## config.mk

```make
export PLATFORM = sky130hd
export DESIGN_NAME = pulse_height_capture
export DESIGN_NICKNAME = d
export VERILOG_FILES = /design/src/rtl/pulse_height_capture.sv
export SDC_FILE = /design/constraint.sdc
export NUM_CORES = 1
export LEC_CHECK = 0
export CAP_MARGIN = 20
export CORE_ASPECT_RATIO = 0.9
export CORE_MARGIN = 5
export CORE_UTILIZATION = 25
export DETAILED_ROUTE_END_ITERATION = 10
export SKIP_LAST_GASP = 1
export SYNTH_ARGS = -nofsm -noshare
export SYNTH_HDL_FRONTEND = slang
export SYNTH_SLANG_ARGS = --single-unit
```

## constraint.sdc

```tcl
create_clock -name clk -period 2.47 [get_ports clk]
set_input_delay 0.247 -clock clk [delete_from_list [all_inputs] [get_ports clk]]
set_output_delay 0.247 -clock clk [all_outputs]
set_load 0.02 [all_outputs]
```

## src/rtl/pulse_height_capture.sv

```systemverilog
// pulse_height_capture
// Qualifies pulses on a signed trapezoidal-shaper stream against a threshold,
// samples the height at the centre of the flat top, flags pile-up on
// over-long pulses and presents one height per event on a valid/ready port.
// A dead-time holdoff follows every pulse. Delivered and dropped events are
// counted with saturating counters.

module pulse_height_capture #(
  parameter int DW      = 16,
  parameter int K       = 100,
  parameter int L       = 200,
  parameter int SLACK   = 16,
  parameter int HOLDOFF = 64
) (
  input  logic                 clk,
  input  logic                 rst,        // asynchronous, active-low
  input  logic signed [DW-1:0] din,
  input  logic signed [DW-1:0] threshold,
  input  logic                 enable,
  output logic signed [DW-1:0] ph_data,
  output logic                 ph_pileup,
  output logic                 ph_valid,
  input  logic                 ph_ready,
  output logic                 busy,
  output logic [15:0]          evt_cnt,
  output logic [15:0]          drop_cnt
);

  // Sample index of the flat-top centre, and the longest pulse still
  // considered a single event.
  localparam logic [15:0] CAP    = 16'(K + L / 2);
  localparam logic [15:0] CAP_M1 = 16'(K + L / 2 - 1);
  localparam logic [15:0] MAXW   = 16'(2 * K + L + SLACK);

  localparam int HW = (HOLDOFF > 1) ? $clog2(HOLDOFF) : 1;
  localparam logic [HW-1:0] HOLD_LAST = HW'(HOLDOFF - 1);

  typedef enum logic [1:0] {
    S_IDLE,
    S_RISE,
    S_WAIT,
    S_HOLD
  } state_t;

  state_t               state;
  logic [15:0]          wcnt;
  logic signed [DW-1:0] peak;
  logic                 pile;
  logic [HW-1:0]        hcnt;

  logic        above;
  logic [15:0] wcnt_inc;
  logic        emit;
  logic        slot_free;

  assign above     = din > threshold;
  assign wcnt_inc  = (wcnt == 16'hFFFF) ? wcnt : wcnt + 16'd1;
  assign emit      = (state == S_WAIT) && !above;
  assign slot_free = !ph_valid || ph_ready;

  // Pulse qualification FSM: width counting, centre capture, pile-up and holdoff.
  // NOTE: every register here is written with <= so all branches see the
  // pre-edge values of state, wcnt and hcnt, independent of statement order.
  always_ff @(posedge clk or negedge rst) begin
    if (!rst) begin
      state <= S_IDLE;
      wcnt  <= '0;
      peak  <= '0;
      pile  <= 1'b0;
      hcnt  <= '0;
      busy  <= 1'b0;
    end else begin
      case (state)
        S_IDLE: begin
          if (enable && above) begin
            state <= S_RISE;
            wcnt  <= 16'd1;
            pile  <= 1'b0;
            busy  <= 1'b1;
          end
        end

        S_RISE: begin
          if (!above) begin
            // Too short to reach the flat top: treat as noise.
            state <= S_IDLE;
            busy  <= 1'b0;
          end else if (wcnt == CAP_M1) begin
            peak  <= din;
            wcnt  <= CAP;
            state <= S_WAIT;
          end else begin
            wcnt <= wcnt_inc;
          end
        end

        S_WAIT: begin
          if (above) begin
            wcnt <= wcnt_inc;
            if (wcnt_inc > MAXW) pile <= 1'b1;
          end else begin
            state <= S_HOLD;
            hcnt  <= '0;
          end
        end

        S_HOLD: begin
          if (hcnt == HOLD_LAST) begin
            state <= S_IDLE;
            busy  <= 1'b0;
          end else begin
            hcnt <= hcnt + HW'(1);
          end
        end

        default: begin
          state <= S_IDLE;
          busy  <= 1'b0;
        end
      endcase
    end
  end

  // Single-entry output slot with valid/ready handshake and event/drop counters.
  always_ff @(posedge clk or negedge rst) begin
    if (!rst) begin
      ph_data   <= '0;
      ph_pileup <= 1'b0;
      ph_valid  <= 1'b0;
      evt_cnt   <= '0;
      drop_cnt  <= '0;
    end else begin
      if (emit && slot_free) begin
        ph_data   <= peak;
        ph_pileup <= pile;
        ph_valid  <= 1'b1;
        if (evt_cnt != 16'hFFFF) evt_cnt <= evt_cnt + 16'd1;
      end else if (emit) begin
        // Slot still occupied and not being accepted: the new event is lost.
        if (drop_cnt != 16'hFFFF) drop_cnt <= drop_cnt + 16'd1;
      end else if (ph_valid && ph_ready) begin
        ph_valid <= 1'b0;
      end
    end
  end

endmodule
```

---- Yosys cells after proc, flatten, opt, wreduce, memory -nomap -nowiden ----
Cells that the tools add are included.
Widths: inputs -> output; s select.
word-level totals
  bits in registers ....................... 92
  input bits .............................. 36
  output and inout port bits .............. 51
  word-level logic and storage cells ...... 84
cells by class
  $add $sub $neg .......................... 4
  order comparisons ....................... 2
  equality and inequality tests ........... 18
  mux-type cells .......................... 26
  bitwise logic cells ..................... 1
  reductions and logical operators ........ 22
operator list
  operator               count
  $mux 16                5
  $add 16x1->16 const B  3
  $pmux 16 s3            1
  $ne 16x16->1 const B   2
  $eq 16x16->1 const B   1
  $eq 16x8->1 const B    1
  $gt 16x16->1           1
  $gt 16x9->1 const B    1
  $reduce_and 4->1       4
  $ne 2x2->1 const B     7
  $mux 6                 2
  $pmux 6 s2             1
  $mux 2                 5
  $mux 1                 9
  $reduce_and 3->1       3
  $pmux 2 s4             1
  $add 6x1->6 const B    1
  $eq 6x6->1 const B     1
  $reduce_bool 2->1      3
  $reduce_bool 3->1      2
  $eq 2x2->1 const B     2
  $logic_and 1x1->1      4
  $ne 2x1->1 const B     2
  $reduce_and 2->1       2
  other kinds (8)        9

---- Logic depth before layout (Yosys ltp) ----
  word-level depth ........................ 6
  depth in mapped cells ................... 11
  depth with buffers taken out ............ 9

---- Worst setup path before layout ----
Ideal clock, no wire load.
  path kind ............................... input -> register
  start ................................... input threshold[15]
  end ..................................... register ph_data[10]
  setup time .............................. 0.125 ns
  arrival time ............................ 2.613 ns
  data required time ...................... 2.345 ns
  path slack .............................. -0.267 ns
  stages .................................. 9
  path buffers ............................ 1
  cells stage by stage .................... inv_1 ha_1 nand4_4 nor4_4 o21a_4 nor3_4 o311ai_2 buf_4 mux2_2
on the way
  longest elaborated chain between the ends .. 4
RTL lines
  what                  RTL line  source
  start, declared       18        input logic signed [DW-1:0] threshold,
  $gt 16x16->1          56        assign above = din > threshold;
  $logic_not 1->1       --
  $logic_and 1x1->1     58        assign emit = (state == S_WAIT) && !above;
  $logic_and 1x1->1     133       if (emit && slot_free) begin
  end signal, assigned  134       ph_data <= peak;
  end, declared         20        output logic signed [DW-1:0] ph_data,
Every way passes these cells.
A chain may end at the register's enable or synchronous reset.

---- Worst setup path after layout ----
  start ................................... input din[10]
  end ..................................... register wcnt[11]
on the way
  longest elaborated chain between the ends .. 4
  elaborated cells on any way between the ends .. 6
  classes of those cells .................. order compare (1); eq/ne (3); reduce/logical (2)
RTL lines
  what                                   RTL line  source
  start, declared                        17        input logic signed [DW-1:0] din,
  $gt 16x16->1 (*)                       56
  $logic_and 1x1->1                      75        if (enable && above) begin
  $ne 2x2->1 (no source line)            --
  $reduce_and 4->1 (no source line) (*)  --
  end signal, assigned                   93        wcnt <= wcnt_inc;
  end signal, assigned                   99        wcnt <= wcnt_inc;
  end, declared                          46        logic [15:0] wcnt;
Mark *: on every way between the ends. The rest lies on a longest branch, timed or not.

==> impl_metrics.ini <==
[yosys]
synth_edf_count = 0
synth_ff_type = dfrtp_1
yosys.area.top_type = dfrtp_1
netlist.area_leader.share_pct = 42.1
synthCells = 539
synth_area_per_cell_um2 = 10.1
yosys_warnings = 0
async_reset_ff_share_pct = 100
synthTopCellsByCount = dfrtp_1 (92), mux2_2 (38), inv_1 (37), nand2_1 (36), nand3_1 (29)
ys_ff_latch = 92
yosysSeqAreaShare_pct = 42.1
synth_area_leaders = dfrtp_1 (42%), mux2_2 (7.8%), ha_1 (5.7%), xnor2_1 (2.9%), nand3_1 (2.7%)
syn-num-nets = 600
synth.distinct_cells = 68
yosys.cell_count.top_type = dfrtp_1
netlist_area_mm2 = 0.00546

[layout]
fillers = 2179
final_nets = 753
antenna_cells = 0
multi_input_area_mm2 = 0.00327
area_growth_pct = 44.1
final_cells = 988
seqCellArea_mm2 = 0.00230
drive_gt1_share_pct = 28.8
fin_util_pct = 36.5

[pwr]
p_total_w = 0.00515
power_density_mw_per_mm2 = 654
ir_worst_vdd_mv = 0.458
leakagePower_nw = 3.52

[sta]
setup_viol = 0
fin_crit_ns = 2.43
whs_ns = 0.274
finalMaxSlewViolations = 0
relSlewSlack_pct = 52.0
fin_ws_ns = 0.0360
fin_crit_sh_pct = 98.5
tightestPinTransition_ns = 0.720
skew_ns = 0.00466
finalHoldViolations = 0
fmax_mhz = 411

[grt]
track_usage_pct = 12.2
grt_pass1_vias = 4760
overflow = 0
grt_max_degree = 80
grt_pass1_wl_um = 25000
antenna_found_initial = 0

[drt]
drc = 0
drt_pass1_iterations = 5
final_antenna_net_count = 0
vias = 4790
vias_per_cell = 4.85
drt_wl_total_um = 15100
routedWlPerCell_um = 15.3
drt-initial-drc-count = 287

[clock_network]
ctsHtreeMaxLevel = 3
clock_insertion_delay_worst_skew_ns = 0.35
clock_sinks = 92
path_clk_slew_ns = 0.07
cts_buffer_depth = 2
cts-buffers-inserted = 9
root_buffer = clkbuf_16
cts_tree = built

[die]
die_w_um = 166
row_count = 51
dieArea_mm2 = 0.0249
core_area_mm2 = 0.0216
initial_core_util_pct = 25.3
dieHeight_um = 150
num_io_pins = 87

[worst_setup_path]
endpoint = wcnt[11]
r2r_end = pile
crit_required_ns = 2.76
worstPathArrival_ns = 2.73
cp_max_fo = 7
crit_chain = dlygate4sd2_1, ha_1, nand4_1, buf_4, nor2_4, a2bb2oi_4, a31oi_4, or4_4, buf_8, a2111oi_2, o22a_1
cp_slowest_stage_delay_ns = 0.58
rr_startpoint = wcnt[0]
cp_slowest_cell = or4_4
reg2reg_slack_ns = 0.13
worstRegToRegCells = 9
startpoint = din[10]
critPathLaunchType = primary input
crit_type = in2reg
endpoint_kind = flop

[job]
cap_violations = 0

[hold_path]
hp-class = in2reg
worstHoldPathCells = 2

[place]
port_buffers = 86
place.gp.congestion = 0.849
post-place-ws_ns = -0.661
hpwl_um = 11100
dpl.cell_count = 963

[status]
status = finished clean
## layer usage
layer  wire, um  part of all wire (%)  track usage, %
met1       7230                    48            17.2
met2       6810                    45            18.9
met3        895                   5.9            3.10
met4        162                   1.1            2.97
met5          0                     0               0
## through the flow
stage	instance area [um2]	setup TNS (ns)
after floorplan	5580	0
after global placement	7270	-44.30
after detailed placement	7270	-47.23
after CTS	7760	0
after global routing	7870	-0.144
final	7870	0
## layout by cell type (no fill, tap or decap), drive strengths merged, types with 3 or more instances in the layout
cell | Yosys | routed
ha | 25 | 25
nand2b | 4 | 4
nor4 | 7 | 7
inv | 37 | 40
dlygate4sd2 | 0 | 24
a31oi | 9 | 9
o211ai | 6 | 6
dfrtp | 92 | 92
or3 | 7 | 7
xnor2 | 18 | 18
clkinvlp | 0 | 3
a221oi | 3 | 3
a211oi | 10 | 10
buf | 7 | 80
o221ai | 3 | 3
o2bb2ai | 4 | 4
mux2 | 38 | 38
a2bb2oi | 4 | 4
and2 | 7 | 7
mux2i | 8 | 8
a21oi | 13 | 13
and4 | 6 | 6
or2 | 4 | 4
dlymetal6s2s | 0 | 3
nor2b | 4 | 4
clkbuf | 17 | 9
nand3 | 29 | 29
o21ai | 13 | 13
nor3 | 18 | 18
nand4 | 16 | 16
nor2 | 25 | 25
nand2 | 36 | 36
o21a | 3 | 3
o31ai | 4 | 4
xor2 | 14 | 14
clkdlybuf4s50 | 0 | 57
o22a | 4 | 4
and3 | 15 | 15
## logic make-up (layout without fill, tap and decap cells)
| kind of cell | after synthesis | count (layout) | share of synthesized area, % |
|---|---|---|---|
| compound gates | 97 | 97 | 13.9 |
| fa+ha+maj | 25 | 25 | 5.73 |
| simple gates | 186 | 186 | 19.1 |
| flops | 92 | 92 | 42.1 |
| mux | 46 | 46 | 9.30 |
| xor+xnor | 32 | 32 | 5.13 |
| buf+inv | 61 | 219 | 4.63 |
## flip-flops by register name, summed over array words and instances, names as in the netlist, named ones only
name       count
drop_cnt      16
hcnt           6
wcnt          16
ph_pileup      1
ph_valid       1
evt_cnt       16
ph_data       16
peak          16
state          1
pile           1
busy           1
## worst min path at each step
stage | start | to
after global routing | din[2] | peak[2]
after global placement | rst | evt_cnt[0]
after CTS | rst | evt_cnt[3]
final | din[2] | peak[2]
after floorplan | rst | async pin
after detailed placement | rst | evt_cnt[3]
## power breakdown
group | internal (W) | total (W) | switching [W]
Sequential | 0.00163 | 0.00175 | 0.000128
Combinational | 0.000942 | 0.00205 | 0.00111
Clock | 0.000699 | 0.00135 | 0.000650
## critical path, delay by kind of cell
kind	cells	cell delay, ns
AOI/OAI and AO/OA	4	0.77
adders and majority gates	1	0.29
buffers and inverters	3	0.59
and+or+nand+nor	3	0.83
## final cells by class
cell class | count | share of cell area [%]
sequential | 92 | 29.2
multi-input combinational | 386 | 41.6
clock inverter | 7 | 0.747
clock buffer | 9 | 2.86
tap | 291 | 4.62
timing repair buffer | 166 | 19.2
inverter | 37 | 1.76
## timing repair
item	CTS	global route
endpoints found under the hold margin	13	0
pin swaps	21	11
hold buffers	1	0
resized for setup	65	19
setup endpoints to repair	86	75
cloned	1	0
buffers inserted	3	4
Note: power is estimated with default switching activity, not from simulation.
